File: config.mk
export PLATFORM = sky130hd
export DESIGN_NAME = mips_multicycle_ctrl
export DESIGN_NICKNAME = d
export VERILOG_FILES = /design/src/rtl/mips_multicycle_ctrl_pkg.sv /design/src/rtl/mc_ctrl_outdec.sv /design/src/rtl/mips_multicycle_ctrl.sv
export SDC_FILE = /design/constraint.sdc
export NUM_CORES = 1
export LEC_CHECK = 0
export ABC_AREA = 1
export CAP_MARGIN = 10
export CORE_AREA = 2 2 50 75
export CTS_CLUSTER_SIZE = 12
export DETAILED_ROUTE_END_ITERATION = 10
export DIE_AREA = 0 0 52 77
export PLACE_DENSITY = 0.82
export SETUP_SLACK_MARGIN = 0.02
export SYNTH_ARGS = -nofsm -noshare
export SYNTH_HDL_FRONTEND = slang
export SYNTH_SLANG_ARGS = --single-unit
File: constraint.sdc
create_clock -name clk -period 2.1 [get_ports clk]
set_input_delay 0.42 -clock clk [delete_from_list [all_inputs] [get_ports clk]]
set_output_delay 0.42 -clock clk [all_outputs]
set_load 0.02 [all_outputs]
File: src/rtl/mips_multicycle_ctrl_pkg.sv
// mips_multicycle_ctrl_pkg: state codes, opcodes, datapath encodings and the control-word layout.
// Defining MC_CTRL_ADDI_EN turns on the addi states (ADDIEX/ADDIWB).
package mips_multicycle_ctrl_pkg;

    typedef enum logic [3:0] {
        S_FETCH  = 4'd0,
        S_DECODE = 4'd1,
        S_MEMADR = 4'd2,
        S_MEMRD  = 4'd3,
        S_MEMWB  = 4'd4,
        S_MEMWR  = 4'd5,
        S_EXEC   = 4'd6,
        S_RTWB   = 4'd7,
        S_BRANCH = 4'd8,
        S_JUMP   = 4'd9,
        S_ADDIEX = 4'd10,
        S_ADDIWB = 4'd11
    } state_t;

    localparam logic [5:0] OP_LW    = 6'b100011;
    localparam logic [5:0] OP_SW    = 6'b101011;
    localparam logic [5:0] OP_RTYPE = 6'b000000;
    localparam logic [5:0] OP_BEQ   = 6'b000100;
    localparam logic [5:0] OP_J     = 6'b000010;
    localparam logic [5:0] OP_ADDI  = 6'b001000;

    localparam logic [1:0] ALUOP_ADD   = 2'b00;
    localparam logic [1:0] ALUOP_SUB   = 2'b01;
    localparam logic [1:0] ALUOP_FUNCT = 2'b10;

    localparam logic [1:0] SRCB_REG   = 2'b00;
    localparam logic [1:0] SRCB_FOUR  = 2'b01;
    localparam logic [1:0] SRCB_IMM   = 2'b10;
    localparam logic [1:0] SRCB_SHIMM = 2'b11;

    localparam logic [1:0] PCSRC_ALU    = 2'b00;
    localparam logic [1:0] PCSRC_ALUOUT = 2'b01;
    localparam logic [1:0] PCSRC_JUMP   = 2'b10;

`ifdef MC_CTRL_ADDI_EN
    localparam bit ADDI_EN = 1'b1;
`else
    localparam bit ADDI_EN = 1'b0;
`endif

    typedef struct packed {
        logic       pc_write;
        logic       pc_write_cond;
        logic       i_or_d;
        logic       mem_read;
        logic       mem_write;
        logic       mem_to_reg;
        logic       ir_write;
        logic       reg_write;
        logic       reg_dst;
        logic       alu_src_a;
        logic [1:0] alu_op;
        logic [1:0] alu_src_b;
        logic [1:0] pc_source;
        logic       instr_done;
    } ctrl_t;

endpackage

File: src/rtl/mc_ctrl_outdec.sv
// mc_ctrl_outdec: Moore state-to-control-word decode; addi states decode only with MC_CTRL_ADDI_EN.
module mc_ctrl_outdec
    import mips_multicycle_ctrl_pkg::*;
(
    input  state_t state,
    output ctrl_t  ctrl
);

    always_comb begin
        ctrl = '0;
        case (state)
            S_FETCH: begin
                ctrl.mem_read  = 1'b1;
                ctrl.ir_write  = 1'b1;
                ctrl.alu_src_b = SRCB_FOUR;
                ctrl.alu_op    = ALUOP_ADD;
                ctrl.pc_source = PCSRC_ALU;
                ctrl.pc_write  = 1'b1;
            end
            S_DECODE: begin
                ctrl.alu_src_b = SRCB_SHIMM;
                ctrl.alu_op    = ALUOP_ADD;
            end
            S_MEMADR: begin
                ctrl.alu_src_a = 1'b1;
                ctrl.alu_src_b = SRCB_IMM;
                ctrl.alu_op    = ALUOP_ADD;
            end
            S_MEMRD: begin
                ctrl.mem_read = 1'b1;
                ctrl.i_or_d   = 1'b1;
            end
            S_MEMWB: begin
                ctrl.reg_write  = 1'b1;
                ctrl.mem_to_reg = 1'b1;
                ctrl.instr_done = 1'b1;
            end
            S_MEMWR: begin
                ctrl.mem_write  = 1'b1;
                ctrl.i_or_d     = 1'b1;
                ctrl.instr_done = 1'b1;
            end
            S_EXEC: begin
                ctrl.alu_src_a = 1'b1;
                ctrl.alu_src_b = SRCB_REG;
                ctrl.alu_op    = ALUOP_FUNCT;
            end
            S_RTWB: begin
                ctrl.reg_write  = 1'b1;
                ctrl.reg_dst    = 1'b1;
                ctrl.instr_done = 1'b1;
            end
            S_BRANCH: begin
                ctrl.alu_src_a     = 1'b1;
                ctrl.alu_src_b     = SRCB_REG;
                ctrl.alu_op        = ALUOP_SUB;
                ctrl.pc_write_cond = 1'b1;
                ctrl.pc_source     = PCSRC_ALUOUT;
                ctrl.instr_done    = 1'b1;
            end
            S_JUMP: begin
                ctrl.pc_write   = 1'b1;
                ctrl.pc_source  = PCSRC_JUMP;
                ctrl.instr_done = 1'b1;
            end
            // without the addi feature these codes fall through as all-zero
            S_ADDIEX: begin
                ctrl.alu_src_a = ADDI_EN;
                ctrl.alu_src_b = ADDI_EN ? SRCB_IMM : 2'b00;
            end
            S_ADDIWB: begin
                ctrl.reg_write  = ADDI_EN;
                ctrl.instr_done = ADDI_EN;
            end
            default: ctrl = '0;
        endcase
    end

endmodule

File: src/rtl/mips_multicycle_ctrl.sv
// mips_multicycle_ctrl: multicycle MIPS control FSM, opcode latch and retired-instruction counter.
// Defining MC_CTRL_ADDI_EN adds addi (opcode 001000) via ADDIEX/ADDIWB.
module mips_multicycle_ctrl
    import mips_multicycle_ctrl_pkg::*;
#(
    parameter int CNT_W = 16
) (
    input  logic             clk,
    input  logic             reset,
    input  logic [5:0]       opcode,
    output logic             PCWrite,
    output logic             PCWriteCond,
    output logic             IorD,
    output logic             MemRead,
    output logic             MemWrite,
    output logic             MemtoReg,
    output logic             IRWrite,
    output logic             RegWrite,
    output logic             RegDst,
    output logic             ALUSrcA,
    output logic [1:0]       ALUOp,
    output logic [1:0]       ALUSrcB,
    output logic [1:0]       PCSource,
    output logic             instr_done,
    output logic             illegal_op,
    output logic [CNT_W-1:0] instr_count,
    output logic [3:0]       state
);

    state_t           state_q, state_d;
    logic [5:0]       op_q, op_d;
    logic [CNT_W-1:0] cnt_q, cnt_d;
    logic             illegal;
    ctrl_t            ctrl;

    mc_ctrl_outdec u_outdec (
        .state (state_q),
        .ctrl  (ctrl)
    );

    always_comb begin
        state_d = S_FETCH;
        op_d    = op_q;
        illegal = 1'b0;
        case (state_q)
            S_FETCH:  state_d = S_DECODE;
            S_DECODE: begin
                op_d    = opcode;
                state_d = (opcode == OP_LW || opcode == OP_SW) ? S_MEMADR :
                          opcode == OP_RTYPE                  ? S_EXEC   :
                          opcode == OP_BEQ                    ? S_BRANCH :
                          opcode == OP_J                      ? S_JUMP   :
                          (ADDI_EN && opcode == OP_ADDI)      ? S_ADDIEX : S_FETCH;
                illegal = state_d == S_FETCH;
            end
            S_MEMADR: state_d = op_q == OP_SW ? S_MEMWR : S_MEMRD;
            S_MEMRD:  state_d = S_MEMWB;
            S_EXEC:   state_d = S_RTWB;
            S_ADDIEX: state_d = ADDI_EN ? S_ADDIWB : S_FETCH;
            default:  state_d = S_FETCH;
        endcase
        cnt_d = cnt_q + CNT_W'(ctrl.instr_done);
    end

    always_ff @(posedge clk or posedge reset) begin
        if (reset) begin
            state_q <= S_FETCH;
            op_q    <= '0;
            cnt_q   <= '0;
        end else begin
            state_q <= state_d;
            op_q    <= op_d;
            cnt_q   <= cnt_d;
        end
    end

    assign PCWrite     = ctrl.pc_write;
    assign PCWriteCond = ctrl.pc_write_cond;
    assign IorD        = ctrl.i_or_d;
    assign MemRead     = ctrl.mem_read;
    assign MemWrite    = ctrl.mem_write;
    assign MemtoReg    = ctrl.mem_to_reg;
    assign IRWrite     = ctrl.ir_write;
    assign RegWrite    = ctrl.reg_write;
    assign RegDst      = ctrl.reg_dst;
    assign ALUSrcA     = ctrl.alu_src_a;
    assign ALUOp       = ctrl.alu_op;
    assign ALUSrcB     = ctrl.alu_src_b;
    assign PCSource    = ctrl.pc_source;
    assign instr_done  = ctrl.instr_done;
    assign illegal_op  = illegal;
    assign instr_count = cnt_q;
    assign state       = state_q;

endmodule

==> metrics <==
run status=complete, no violations; Crit Reg-Reg Startpoint=state[3]; highest-count cells in the layout ignoring fill and taps=53 x nand2_1, 31 x nor2_1, 26 x inv_1, 26 x clkdlybuf4s50_1, 25 x dfrtp_1; pins over their slew limit=0; Slew HR=0.784; clock power share=0.178; DIE HEIGHT=77 um; vias in the first global route=roughly 1.3k; Port Buffers=45; setup violators final=0; FP Rows=26; Final Util=0.621; CP arrival=1.51 ns; Core ar.=~3400 um^2; fillers=roughly 300; critical path capture point=illegal_op; first-pass GRT wire length=5620 um; async set or reset register ratio after synthesis=1.00; path depth of the worst reg2reg path=12; CP Launch Point=opcode[4]; total power=1.80 mW; root buffer cell=clkbuf_8; Netlist cell types=22; Num CTS Buffers=3; drt via density=4.67; critical path data required time=1.68 ns; net count after synthesis=209; CP max stage delay=0.46 ns; Worst Tran Pin Value=0.324 ns; Worst setup SP type=primary input; drt pass-1 iters=4; warnings from Yosys=0; Critical Path, Cell by Cell=clkdlybuf4s50_1, nor2_2, nand2_1, o21ai_1, nor2_1, buf_2; Combinational Power Share=0.435; fmax=517 MHz; Seq/Total Area, Yosys=0.438; fraction of layout cells with a size suffix above 1=0.157; GRT Total Usage=0.180; number of flops mapped to enable cells by yosys=0; crit path kind=primary input to output port; Avg Inst Size Synth=7.47 um^2; RSZ-0062 raised after global routing=true; starting density of the core=0.444; Ant. Diodes=0; Reg power frac=0.387; Max-Cap Viols=0; Die ar.=between 4000 and 5000 um^2; Vias=around 1.4k; Die W=between 50 and 60 um; Worst R2R Setup Slack=0.17 ns; WP depth=6; post-DP HPWL=2640 um; slowest CP cell=clkdlybuf4s50_1; Final Critical Period=1.93 ns; RR Endpoint=instr_count[10]; worst min-delay path category=primary input to async pin; TritonCTS Sinks=26; Fin. Hold Viols=0; worst-path maximum fanout=4; Psw=0.715 mW; Area growth, synth to finish=40.1%; Final ANT Viol Nets=0; CTS tree=done; Sw Share=0.397; cell area after synthesis=around 1500 um^2; CP Buf/Inv Count=2; worst vdd rail ir drop=0.654 mV; #FFs+latches synth=26; delay-heaviest family, CP=buffers and inverters; Mapped Cells=199; Avg WL per Cell=10.9 um; clk slew on worst S/H paths=approximately 0.09 ns; initial antenna violation count=0; number of H-tree levels=1; fin crit share=0.921; I/O Pins=46; routability cong.=0.801; grt ovf=0; final net count=265; final setup skew=0.0107 ns; crit end category=output port; drc violations=0; Clock Tree Buf Depth=2; Worst-Skew Late Latency=0.27 ns; Leak Pwr=1.04 nW; most common cell after layout, fill and taps aside=nand2_1; largest net degree at the start of global routing=27; total power per unit cell area=roughly 870 nW/um^2; most common flop cell mapped by yosys=dfrtp_1; Int Pwr=~1.1 mW; DRT Wirelength=3240 um; Initial DRC Count=20
## sequential cells by signal, summed over array words and instances (netlist names)
register     flops
instr_count     16
op_q             6
state            4
## cells in the mapped netlist (3+ instances only)
master,count,area share
inv_1,26,0.066
nand2_1,54,0.14
nand2_2,6,0.025
nor2_2,8,0.034
nor2_1,32,0.081
o21ai_0,5,0.017
nand3_1,10,0.034
xor2_1,5,0.029
o21ai_1,6,0.020
nor2_4,3,0.023
dfrtp_1,26,0.44
nand4_1,5,0.021
## metrics by stage
stage | cell area (um^2) | setup slack [ns] | TNS, ns | std cells | hold WS (ns)
global placement | 2030 | -0.263 | -0.263 | 292 | 0.464
floorplan | 1490 | 0.106 | 0 | 199 | 0.449
finish | 2080 | 0.165 | 0 | 296 | 0.485
detailed placement | 2030 | -0.294 | -0.294 | 292 | 0.467
CTS | 2070 | 0.0340 | 0 | 296 | 0.492
global route | 2080 | -0.0108 | -0.0108 | 296 | 0.513
## metal layers
layer	up-vias	track usage	routed length, um
li1	724	-	-
met1	630	0.200	1310
met2	26	0.332	1800
met3	2	0.0311	111
met4	0	0.0553	21
met5	-	0	0
## how the worst min path moves through the flow
stage                     endpoint  slack [ns]
finish              instr_count[2]        0.49
CTS                        op_q[5]        0.49
floorplan                  op_q[5]        0.45
detailed placement         op_q[5]        0.47
global route               op_q[2]        0.51
global placement           op_q[5]        0.46
## kinds of logic (layout without fill, tap and decap cells)
kind of cell	count (synthesis)	after routing	synth area share
AOI/OAI and AO/OA	14	14	0.0530
and+or+nand+nor	120	120	0.368
DFF	26	26	0.438
adders and majority gates	2	2	0.0168
buffers and inverters	30	85	0.0833
xor gates and xnor gates	7	7	0.0412
## power groups by stage
stage	clock network, mW	registers (mW)	logic (mW)
after floorplan	0	0.754	0.434
after global placement	0	0.705	0.839
after detailed placement	0	0.707	0.850
after CTS	0.331	0.697	0.809
after global routing	0.348	0.711	0.862
final	0.321	0.697	0.784
## timing repair
item | 4_1_cts | 5_1_grt
pin swaps | 0 | 0
resized for setup | 20 | 7
hold buffers | 0 | 0
endpoints found under the hold margin | 0 | 0
setup buffers | 0 | 0
endpoints found under the setup margin | 16 | 9
## tightest hold or removal path: stages
cell and delay [ns]:
clkdlybuf4s50_1 0.39, inv_1 0.05, buf_4 0.31
## final cells by class
cell class / count / area (um^2) / area share
Inverter: 28 / 105 / 0.0505
Timing Repair Buffer: 53 / 494 / 0.237
Clock buffer: 4 / 55.1 / 0.0264
Multi-Input combinational cell: 143 / 723 / 0.347
Tap cell: 42 / 52.6 / 0.0252
Sequential cell: 26 / 652 / 0.313
Note: power is estimated with default switching activity, not from simulation.
